<file path="src/rtl/onehot_mask_regfile.sv">
// onehot_mask_regfile: flop-based register file with one-hot addressed ports.
// One bit-masked synchronous write port and one asynchronous AND-OR read port.
// Optional simulation checks are enabled by defining ONEHOT_MASK_REGFILE_CHECK_EN.
// width_p and els_p are meant to be set by the instantiating module.
module onehot_mask_regfile #(
  parameter int unsigned width_p     = 8,
  parameter int unsigned els_p       = 4,
  localparam int unsigned safe_els_lp = (els_p == 0) ? 1 : els_p
) (
  input  logic                   w_clk_i,
  input  logic                   w_reset_n_i,
  input  logic [safe_els_lp-1:0] w_v_i,
  input  logic [width_p-1:0]     w_data_i,
  input  logic [width_p-1:0]     w_mask_i,
  input  logic [safe_els_lp-1:0] r_v_i,
  output logic [width_p-1:0]     r_data_o
);

  if (els_p == 0) begin : g_empty
    // No storage; the selects and write data are ignored.
    logic unused_inputs;
    assign unused_inputs = ^{w_clk_i, w_reset_n_i, w_v_i, w_data_i, w_mask_i, r_v_i};
    assign r_data_o      = '0;
  end else begin : g_rows
    logic [width_p-1:0] rows_q [els_p];
    logic [width_p-1:0] rows_d [els_p];

    // Next-state: merge masked write data into every selected row.
    always_comb begin
      for (int i = 0; i < int'(els_p); i++) begin
        rows_d[i] = rows_q[i];
        if (w_v_i[i]) begin
          rows_d[i] = (rows_q[i] & ~w_mask_i) | (w_data_i & w_mask_i);
        end
      end
    end

    // Row storage with asynchronous clear.
    always_ff @(posedge w_clk_i or negedge w_reset_n_i) begin
      if (!w_reset_n_i) begin
        for (int i = 0; i < int'(els_p); i++) begin
          rows_q[i] <= '0;
        end
      end else begin
        for (int i = 0; i < int'(els_p); i++) begin
          rows_q[i] <= rows_d[i];
        end
      end
    end

    // Read: AND-OR selection; multi-hot selects OR the rows together.
    always_comb begin
      r_data_o = '0;
      for (int i = 0; i < int'(els_p); i++) begin
        if (r_v_i[i]) begin
          r_data_o = r_data_o | rows_q[i];
        end
      end
    end
  end

`ifdef ONEHOT_MASK_REGFILE_CHECK_EN
  // Flag illegal multi-hot selects once per cycle, away from the write edge.
  always @(negedge w_clk_i) begin
    if (w_reset_n_i === 1'b1) begin
      if ($countones(w_v_i) > 1) begin
        $error("onehot_mask_regfile: multi-hot w_v_i = %b", w_v_i);
      end
      if ($countones(r_v_i) > 1) begin
        $error("onehot_mask_regfile: multi-hot r_v_i = %b", r_v_i);
      end
    end
  end

  // Report the size of large instances.
  initial begin
    if (width_p * els_p >= 64) begin
      $display("onehot_mask_regfile: width_p=%0d els_p=%0d", width_p, els_p);
    end
  end
`else
  // Checks compiled out; behaviour is unchanged.
`endif

endmodule

</file>
<file path="config.mk">
export PLATFORM = sky130hd
export DESIGN_NAME = onehot_mask_regfile
export DESIGN_NICKNAME = d
export VERILOG_FILES = /design/src/rtl/onehot_mask_regfile.sv
export SDC_FILE = /design/constraint.sdc
export NUM_CORES = 1
export LEC_CHECK = 0
export ABC_AREA = 1
export CAP_MARGIN = 30
export CORE_MARGIN = 5
export CORE_UTILIZATION = 47
export CTS_BUF_LIST = sky130_fd_sc_hd__clkbuf_4
export DETAILED_ROUTE_END_ITERATION = 7
export PLACE_DENSITY_LB_ADDON = 0.25
export SYNTH_ARGS = -nofsm -noshare
export SYNTH_HDL_FRONTEND = slang
export SYNTH_SLANG_ARGS = --single-unit
</file>
<file path="constraint.sdc">
create_clock -name w_clk_i -period 0.8 [get_ports w_clk_i]
set_clock_uncertainty 0.2 [all_clocks]
set_input_delay 0.12 -clock w_clk_i [delete_from_list [all_inputs] [get_ports w_clk_i]]
set_output_delay 0.12 -clock w_clk_i [all_outputs]
set_load 0.01 [all_outputs]
</file>
======== Word level (Yosys, flattened, before mapping) ========
Index checks and enable logic that the tools add are counted.
cells by class
  div/mod/pow operators ................... 0
  bitwise gates (word level) .............. 13
  reductions and logical operators ........ 0
  multiply operators ...................... 0
  shift-type cells ........................ 0
  $add $sub $neg .......................... 0
  order comparisons ....................... 0
  equal/unequal tests ..................... 0
  muxes and demuxes ....................... 4
operator list
  operator           number
  8-bit bitwise OR   7
  8-bit bitwise AND  5
  8-bit 2-to-1 mux   4
  8-bit NOT          1
storage, ports and cells
  memory bits (read-only) ................. 0
  latch bits .............................. 0
  word-level logic and storage cells ...... 21
  memories ................................ 0
  input bits .............................. 26
  RAM bits ................................ 0
  register bits ........................... 32

======== Depth between registers and ports, before layout ========
Gate-level depths: netlist of the first run.
  depth in word-level cells ............... 7
  mapped depth ............................ 5
  depth with buffers taken out ............ 4

======== Worst setup path before layout of the first run ========
OpenSTA, ideal clock, no wires.
  path kind ............................... register to output
  from .................................... reg (tool-made name)
  to ...................................... out r_data_o[0]
  slack ................................... -0.090 ns
  data required time ...................... 0.480 ns
  cell stages (with the launch flop) ...... 5
  arrival ................................. 0.570 ns
  path through ............................ dfrtp_1 -> nand2_1 -> nand2_1 -> inv_1 -> nand2_1
RTL lines
  what              RTL line  RTL
  end: declaration  16        output logic [width_p-1:0] r_data_o

==> flow_summary.toml, run 1 <==
[clocking]
cts_tree = "done"
cts.sinks = 32
clk_latency_ns = 0.33
cts_root_buffer = "clkbuf_4"
cts_buffers = 5
path_clk_slew_ns = 0.10
cts_buffer_depth = 2
htree_levels = 2

[sta]
worstMarginPinSlew_ns = 0.178
fin_crit_ns = 1.39
slew_headroom_pct = 88.1
timing.fmax_mhz = 719
hold-worst-slack_ns = -0.0503
finalHoldViolCount = 32
grt_setup_unrepaired = "yes"
fin_ws_ns = -0.591
period_share_pct = 174
final-max-slew-violation-count = 0
finalSetupTns_ns = -6.42
finalSetupViolations = 39

[setup_path]
worstSetupPathType = "flip-flop to primary output"
worstPathArrival_ns = 1.07
critical_path_required_ns = 0.48
worstSetupStartpointType = "flip-flop"
ff2ff_setup_slack_ns = -0.14
crit_path_end_kind = "primary output"
critPathMaxFanout = 2

[detailed_routing]
drt_iter0_drc = 84
vias_per_cell = 4.65
wl_per_cell_um = 11.8
drc = 0
drt_first_pass_iters = 4
wirelength_um = 3790
drtAntennaViolNets = 0
num_vias = 1497

[yosys]
synth_nets = 242
yosysTopAreaCell = "dfrtp_1"
ys_types = 5
synth-warning-count = 0
ys_seq_area_share_pct = 51.3
syn_inst = 216
avgSynthCellArea_um2 = 7.23
synth.area.top_cells = "dfrtp_1, nand2_1, o21ai_1"
synth_area_um2 = 1560
ys_seq_elements = 32
synth_top_area_share_pct = 51.3

[place]
dp_hpwl_um = 2700
dp.cells = 309
io_buffers = 33
place_congestion = 0.785
pre_cts_slack_ns = -1.02

[die]
row_count = 21
die_y_um = 67.6
die_w_um = 67.6
io_pins = 34
dieArea_um2 = 4580
initial_core_util_pct = 47.5
coreArea_um2 = 3280

[status]
run_status = "finished with violations"
failed_checks = "hold timing, setup timing"

[global_routing]
grt_pass1_wl_um = 6230
antenna_found_initial = 0
grt-ovfl-total = 0
track_usage_pct = 18.4
grt_max_degree = 33
grt_pass1_vias = 1354

[power_and_ir_drop]
p_leak_uw = 0.00123
p_per_area_nw_per_um2 = 1700
ir_worst_vdd_uv = 1230

[layout]
final_nets = 302
final_cell_mix = "nand2_1, dfrtp_1, o21ai_1"
layout_commonest_cell = "nand2_1"
final_cells = 322
drive_above_1_share_pct = 24.6
n_antenna_cell = 0
syn2layout_area_growth_pct = 48.2
num-fill-cells = 268

[run]
drv_cap = 0

[min_path]
min_path_type = "primary input to async pin"
-- logic make-up (layout without fill, tap and decap cells) --
family,count (synthesis),count (layout),share of synthesized area (%)
AO/OA/AOI/OAI,32,32,10.3
AND/OR/NAND/NOR,120,120,28.8
flip-flops,32,32,51.3
buffers and inverters,32,92,9.62
-- path summary, 6_finish.rpt --
kind	depth (start not counted)	start	to
setup / recovery	5	flip-flop	r_data_o[7]
hold / removal	2	w_reset_n_i	async pin
setup reg to reg	3	flip-flop	flip-flop
hold reg to reg	2	flip-flop	flip-flop
max in group asynchronous	2	w_reset_n_i	async pin
min in group w_clk_i	3	w_mask_i[0]	flip-flop
-- area by class of cell --
class,instances,area (um2),area share [%]
inverters,24,90.1,3.89
multi-input cells,152,677,29.2
repair buffers,61,644,27.8
flip-flops and latches,32,801,34.6
clock inverters,2,7.51,0.324
well taps,46,57.6,2.49
clock buffers,5,37.5,1.62
-- cell usage after synthesis --
library cell    n
buf_4           8
dfrtp_1        32
inv_1          24
nand2_1       120
o21ai_1        32
-- worst max-delay path, stage by stage, from the launching register on --
cell and delay [ns]:
dfrtp_1 0.40, nand2_1 0.06, nand2_1 0.05, inv_1 0.06, nand2_2 0.05, buf_6 0.11
-- report_power, final --
group / internal [uW] / switching, uW
clock: 306 / 521
sequential: 1820 / 116
combinational: 640 / 540
total: 2760 / 1180
-- metal layers --
layer  vias to the layer above  wire length, um  track usage [%]
met5                         -                0                0
met4                         0               44             6.08
met3                         7              175             4.16
met2                        31             1840             31.3
met1                       680             1730             23.0
li1                        779                -                -
-- per-stage QoR --
| step | utilization (%) | power [uW] | cell area (um2) |
|---|---|---|---|
| finish | 70.5 | 3940 | 2310 |
| global route | 70.5 | 4200 | 2310 |
| CTS | 67.5 | 3840 | 2220 |
| detailed placement | 64.7 | 2990 | 2120 |
| global placement | 64.7 | 2960 | 2120 |
| floorplan | - | 2440 | 1580 |
-- repair_timing --
action,4_1_cts,5_1_grt
setup buffers,6,6
resized for setup,66,26
pin swaps,32,14
endpoints found under the hold margin,32,32
setup endpoints to repair,40,40
Power figures use the tool's default switching activity.
==> inputs of run 2 (changes only) <==
==> config.mk (replaced) <==
export PLATFORM = sky130hd
export DESIGN_NAME = onehot_mask_regfile
export DESIGN_NICKNAME = d
export VERILOG_FILES = /design/src/rtl/onehot_mask_regfile.sv
export SDC_FILE = /design/constraint.sdc
export NUM_CORES = 1
export LEC_CHECK = 0
export ABC_AREA = 0
export CAP_MARGIN = 20
export CORE_MARGIN = 5
export CORE_UTILIZATION = 46
export CTS_BUF_LIST = sky130_fd_sc_hd__clkbuf_4
export DETAILED_ROUTE_END_ITERATION = 7
export PLACE_DENSITY = 0.77
export SYNTH_ARGS = -nofsm -noshare
export SYNTH_HDL_FRONTEND = slang
export SYNTH_SLANG_ARGS = --single-unit
==> run 2 against run 1 <==
Compared with the run above:
- the run still ends with hold timing, setup timing left
- count of clock-buffer cells in the layout up 1
- total power up 10%
- critical path depth down 2
- sequential share of layout area down 0.84 points
- cell area up 2.5%
- utilization up 6.6 points
- worst setup slack worse by 0.098 ns
- combinational power up 13%
- die area down 2.7%
- largest power group unchanged
- highest routed layer unchanged
==> flow_summary.toml, run 2 <==
[sta]
finalHoldViolCount = 32
fin_ws_ns = -0.689
period_share_pct = 186
fin_crit_ns = 1.49
slew_headroom_pct = 85.0
grt_setup_unrepaired = "yes"
timing.fmax_mhz = 671
worstMarginPinSlew_ns = 0.224
finalSetupViolations = 40
final-max-slew-violation-count = 0
hold-worst-slack_ns = -0.0678
finalSetupTns_ns = -12.78

[detailed_routing]
vias_per_cell = 5.17
wirelength_um = 4100
drc = 0
drtAntennaViolNets = 0
drt_iter0_drc = 59
drt_first_pass_iters = 4
wl_per_cell_um = 17.4
num_vias = 1216

[die]
row_count = 20
initial_core_util_pct = 48.1
die_w_um = 66.7
coreArea_um2 = 3080
io_pins = 34
die_y_um = 66.7
dieArea_um2 = 4450

[yosys]
yosysTopAreaCell = "dfrtp_1"
synth-warning-count = 0
ys.flop_type = "dfrtp_1"
syn_inst = 128
ys_seq_elements = 32
avgSynthCellArea_um2 = 11.6
synth-edff-count = 0
synth_most_common_cell = "nand2_1"
ys_seq_area_share_pct = 54.1
ys_types = 9
synth_top_area_share_pct = 54.1
synth_area_um2 = 1480
netlist_top_cells_count = "nand2_1, dfrtp_1, mux2_1, a22oi_1"
synthArstFlopShare_pct = 100
synth.area.top_cells = "dfrtp_1, mux2_1, nand2_1"
synth_nets = 154

[global_routing]
grt-ovfl-total = 0
grtUsageMet3_pct = 6.41
grt_pass1_vias = 1357
gr-usage-met2_pct = 36.9
grt_pass1_wl_um = 6870
grt_max_degree = 33
grt_most_used_layer = "met2"
antenna_found_initial = 0
track_usage_pct = 21.3
grt_use_met1_pct = 25.3

[setup_path]
worst-path-buf-inv = 1
critPathMaxStageDelay_ns = 0.41
critPathMaxFanout = 2
path_delay_family = "flip-flops"
cp_cell_sequence = "a22oi_2, nand2_1, buf_2"
worstSetupStartpointType = "flip-flop"
crit_path_top_delay_cell = "dfrtp_1"
worstSetupPathType = "flip-flop to primary output"
critical_path_required_ns = 0.48
crit_path_end_kind = "primary output"
worstPathArrival_ns = 1.17

[run]
drv_cap = 0

[layout]
drive_above_1_share_pct = 53.4
syn2layout_area_growth_pct = 60.3
final_cells = 235
final_cell_mix = "mux2_4, dfrtp_1, nand2_1"
final_nets = 216
n_antenna_cell = 0
num-fill-cells = 204

[place]
dp_hpwl_um = 2910
io_buffers = 33
pre_cts_slack_ns = -1.01
dp.cells = 223
place_congestion = 0.745

[power_and_ir_drop]
ir_worst_vdd_uv = 1160
p_per_area_nw_per_um2 = 1830
p_leak_uw = 0.00115
p_total_uw = 4330

[clocking]
cts.sinks = 32
cts_buffers = 5
htree_levels = 2
cts_root_buffer = "clkbuf_4"
path_clk_slew_ns = 0.11
cts_buffer_depth = 2
clk_latency_ns = 0.34
cts_tree = "done"

[min_path]
min_path_type = "primary input to async pin"

[status]
failed_checks = "hold timing, setup timing"
run_status = "finished with violations"
==> run 2: cell types whose count changed after synthesis <==
cell,delta
a22oi_1,+16
buf_1,+1
inv_1,-24
buf_4,-4
mux2_2,+4
nand2_1,-80
mux2_1,+27
mux2_4,+1
clkbuf_1,+3
o21ai_1,-32
==> run 2: final cells by class <==
cell class	instances	area, um2	area share [%]
Sequential cell	32	801	33.8
Clock buffer	6	45.0	1.90
Tap cell	44	55.1	2.32
Clock inverter	2	11.3	0.475
Timing Repair Buffer	63	624	26.3
Multi-Input combinational cell	88	836	35.2
==> run 2: logic make-up after synthesis <==
family	Yosys count	synth area share, %
AOI/OAI and AO/OA	16	8.12
buffers and inverters	8	3.04
DFF	32	54.1
muxes	32	24.6
and+or+nand+nor	40	10.1
==> run 2: metal layers <==
layer / part of all wire (%) / vias to the layer above
li1: - / 568
met5: 0 / -
met4: 1.3 / 0
met3: 4.3 / 6
met1: 43 / 611
met2: 52 / 31
==> run 2: what timing repair did <==
action	CTS	global route
endpoints found under the hold margin	32	32
gates cloned	0	0
setup buffers	6	6
pin swaps	9	6
endpoints found under the setup margin	40	40
resized for setup	46	17
==> run 2: worst reg2reg max path, delay by kind of cell, from the launching register on <==
family / cells / cell delay (ns)
muxes: 1 / 0.26
buffers and inverters: 1 / 0.13
DFF: 1 / 0.42
==> run 2: worst paths after layout <==
kind | cells past startpoint | slack (ns) | end
max | 3 | -0.69 | r_data_o[0]
min | 2 | -0.07 | async pin
max reg2reg | 2 | -0.30 | flip-flop
min reg2reg | 1 | 0.33 | flip-flop
max in group asynchronous | 2 | 0.28 | async pin
min in group w_clk_i | 3 | 0.08 | flip-flop
==> run 2: metrics by stage <==
stage	hold WS, ns	cell area [um2]	util, %
global placement	0.294	2250	73.0
detailed placement	0.298	2250	73.0
global route	-0.0736	2370	77.1
finish	-0.0678	2370	77.1
floorplan	-0.376	1650	-
CTS	-0.0677	2300	74.6
==> run 2: where the power goes <==
| group | internal [uW] | switching [uW] |
|---|---|---|
| logic | 877 | 456 |
| registers | 1860 | 184 |
| clock network | 368 | 590 |
==> inputs of run 3 (changes only) <==
--- a/config.mk
+++ b/config.mk
@@ -11,7 +11,8 @@
 export CORE_UTILIZATION = 46
 export CTS_BUF_LIST = sky130_fd_sc_hd__clkbuf_4
 export DETAILED_ROUTE_END_ITERATION = 7
-export PLACE_DENSITY = 0.77
+export PLACE_DENSITY = 0.87
+export SETUP_SLACK_MARGIN = 0.05
 export SYNTH_ARGS = -nofsm -noshare
 export SYNTH_HDL_FRONTEND = slang
 export SYNTH_SLANG_ARGS = --single-unit
==> run 3 against run 2 <==
Compared with the run above:
- the run still ends with hold timing, setup timing left
- fmax decreased by 0.64%
- clock power decreased by 7.7%
- hold slack got worse by 0.0059 ns
- worst setup slack got worse by 0.0096 ns
- global-route usage decreased by 0.83 points
- sequential share of layout area decreased by 0.23 points
- first-iteration DRC count decreased by 22%
- non-clock buffer count decreased by 3
- sequential power about the same
- critical path depth unchanged
- critical path type unchanged
- critical endpoint unchanged
- highest routed layer unchanged
==> flow_summary.toml, run 3 (synthesis gave the netlist of run 2 again) <==
[status]
run_status = "finished with violations"
failed_checks = "hold timing, setup timing"

[run]
drv_cap = 0

[clocking]
clk_latency_ns = 0.33
cts_root_buffer = "clkbuf_4"
cts.sinks = 32
cts_tree = "done"
path_clk_slew_ns = 0.10
cts_buffers = 5
htree_levels = 2
cts_buffer_depth = 2

[power_and_ir_drop]
ir_worst_vdd_uv = 1310
p_per_area_nw_per_um2 = 1800
p_leak_uw = 0.00116

[global_routing]
track_usage_pct = 20.5
antenna_found_initial = 0
grt_max_degree = 33
grt_pass1_wl_um = 6590
grt-ovfl-total = 0
grt_pass1_vias = 1392

[layout]
post-route-util_pct = 77.6
final_nets = 213
final_cells = 232
syn2layout_area_growth_pct = 61.4
final_cell_mix = "mux2_4, dfrtp_1, nand2_1"
drive_above_1_share_pct = 54.8
n_antenna_cell = 0

[setup_path]
worstSetupStartpointType = "flip-flop"
crit_path_end_kind = "primary output"
worstPathArrival_ns = 1.18
critical_path_required_ns = 0.48
worstSetupPathType = "flip-flop to primary output"
crit_path_top_delay_cell = "dfrtp_1"
critPathMaxFanout = 2
critPathMaxStageDelay_ns = 0.41
cp_cell_sequence = "a22oi_2, nand2_1, buf_2"

[sta]
hold-worst-slack_ns = -0.0738
finalHoldViolCount = 32
timing.fmax_mhz = 667
final-max-slew-violation-count = 0
fin_ws_ns = -0.699
worstMarginPinSlew_ns = 0.223
period_share_pct = 187
finalSetupViolations = 40
grt_setup_unrepaired = "yes"
slew_headroom_pct = 85.1
fin_crit_ns = 1.50

[detailed_routing]
wirelength_um = 4320
wl_met2_um = 2270
drtAntennaViolNets = 0
drc = 0
met1Wirelength_um = 1750
drt_iter0_drc = 46
drt_first_pass_iters = 4
vias_per_cell = 5.31
wl_per_cell_um = 18.6
highest_layer = "met4"
dr_wl_met3_um = 211
num_vias = 1231

[die]
initial_core_util_pct = 48.1
coreArea_um2 = 3080
die_w_um = 66.7
io_pins = 34
row_count = 20
die_y_um = 66.7
dieArea_um2 = 4450

[place]
place_congestion = 0.773
io_buffers = 33
dp_hpwl_um = 2820
dp.cells = 217

[min_path]
min_path_type = "primary input to async pin"
-- run 3: cell types whose count changed in the layout (fill, tap and decap cells not counted), sizes merged --
| cell | before | now |
|---|---|---|
| clkdlybuf4s50 | 16 | 12 |
| dlygate4sd2 | 9 | 13 |
| buf | 38 | 35 |
| clkinv | 1 | 3 |
| clkbuf | 6 | 5 |
| clkinvlp | 1 | 0 |
-- run 3: worst paths after layout --
| kind | slack (ns) | startpoint | cells after the start | end |
|---|---|---|---|---|
| setup / recovery | -0.70 | flip-flop | 3 | r_data_o[0] |
| hold / removal | -0.07 | w_reset_n_i | 2 | async pin |
| setup reg to reg | -0.40 | flip-flop | 3 | flip-flop |
| hold reg to reg | 0.33 | flip-flop | 1 | flip-flop |
| max in group asynchronous | 0.28 | w_reset_n_i | 2 | async pin |
| min in group w_clk_i | 0.11 | w_mask_i[0] | 3 | flip-flop |
-- run 3: area by class of cell --
type | instances | area, um2
flip-flops and latches | 32 | 801
clock inverters | 3 | 13.8
repair buffers | 60 | 626
fillers | 186 | 689
well taps | 44 | 55.1
clock buffers | 5 | 37.5
multi-input cells | 88 | 856
-- run 3: power by group --
group          switching, uW  leakage (uW)  total (uW)  internal (uW)
Combinational            478      0.000751        1360            885
Clock                    563     0.0000324         885            322
Sequential               199      0.000376        2060           1860
Total                   1240       0.00116        4300           3060
-- run 3: worst max-delay path: cells and delay by family, from the launching register on --
kind	cells	cell delay [ns]
and+or+nand+nor	1	0.09
buffers and inverters	1	0.15
DFF	1	0.41
AOI/OAI and AO/OA	1	0.20
-- run 3: metrics by stage --
step	worst slack [ns]	TNS, ns	hold WS (ns)	area [um2]	power (uW)
after detailed placement	-1.05	-31.68	0.294	2230	3280
after CTS	-0.700	-12.14	-0.0638	2270	4130
after global placement	-1.01	-30.50	0.292	2230	3210
final	-0.699	-12.72	-0.0738	2390	4300
after global routing	-0.765	-13.74	-0.0586	2390	4500
after floorplan	-0.135	-5.02	-0.376	1650	2620
-- run 3: per-layer routing --
layer,GRT usage (%),up-vias
li1,-,565
met1,21.4,613
met2,38.4,40
met3,5.56,13
met4,7.61,0
met5,0,-
-- run 3: what timing repair did --
item | CTS | global route
resized for setup | 50 | 21
hold endpoints to repair | 32 | 32
pin swaps | 9 | 7
buffers inserted | 10 | 9
setup endpoints to repair | 40 | 40
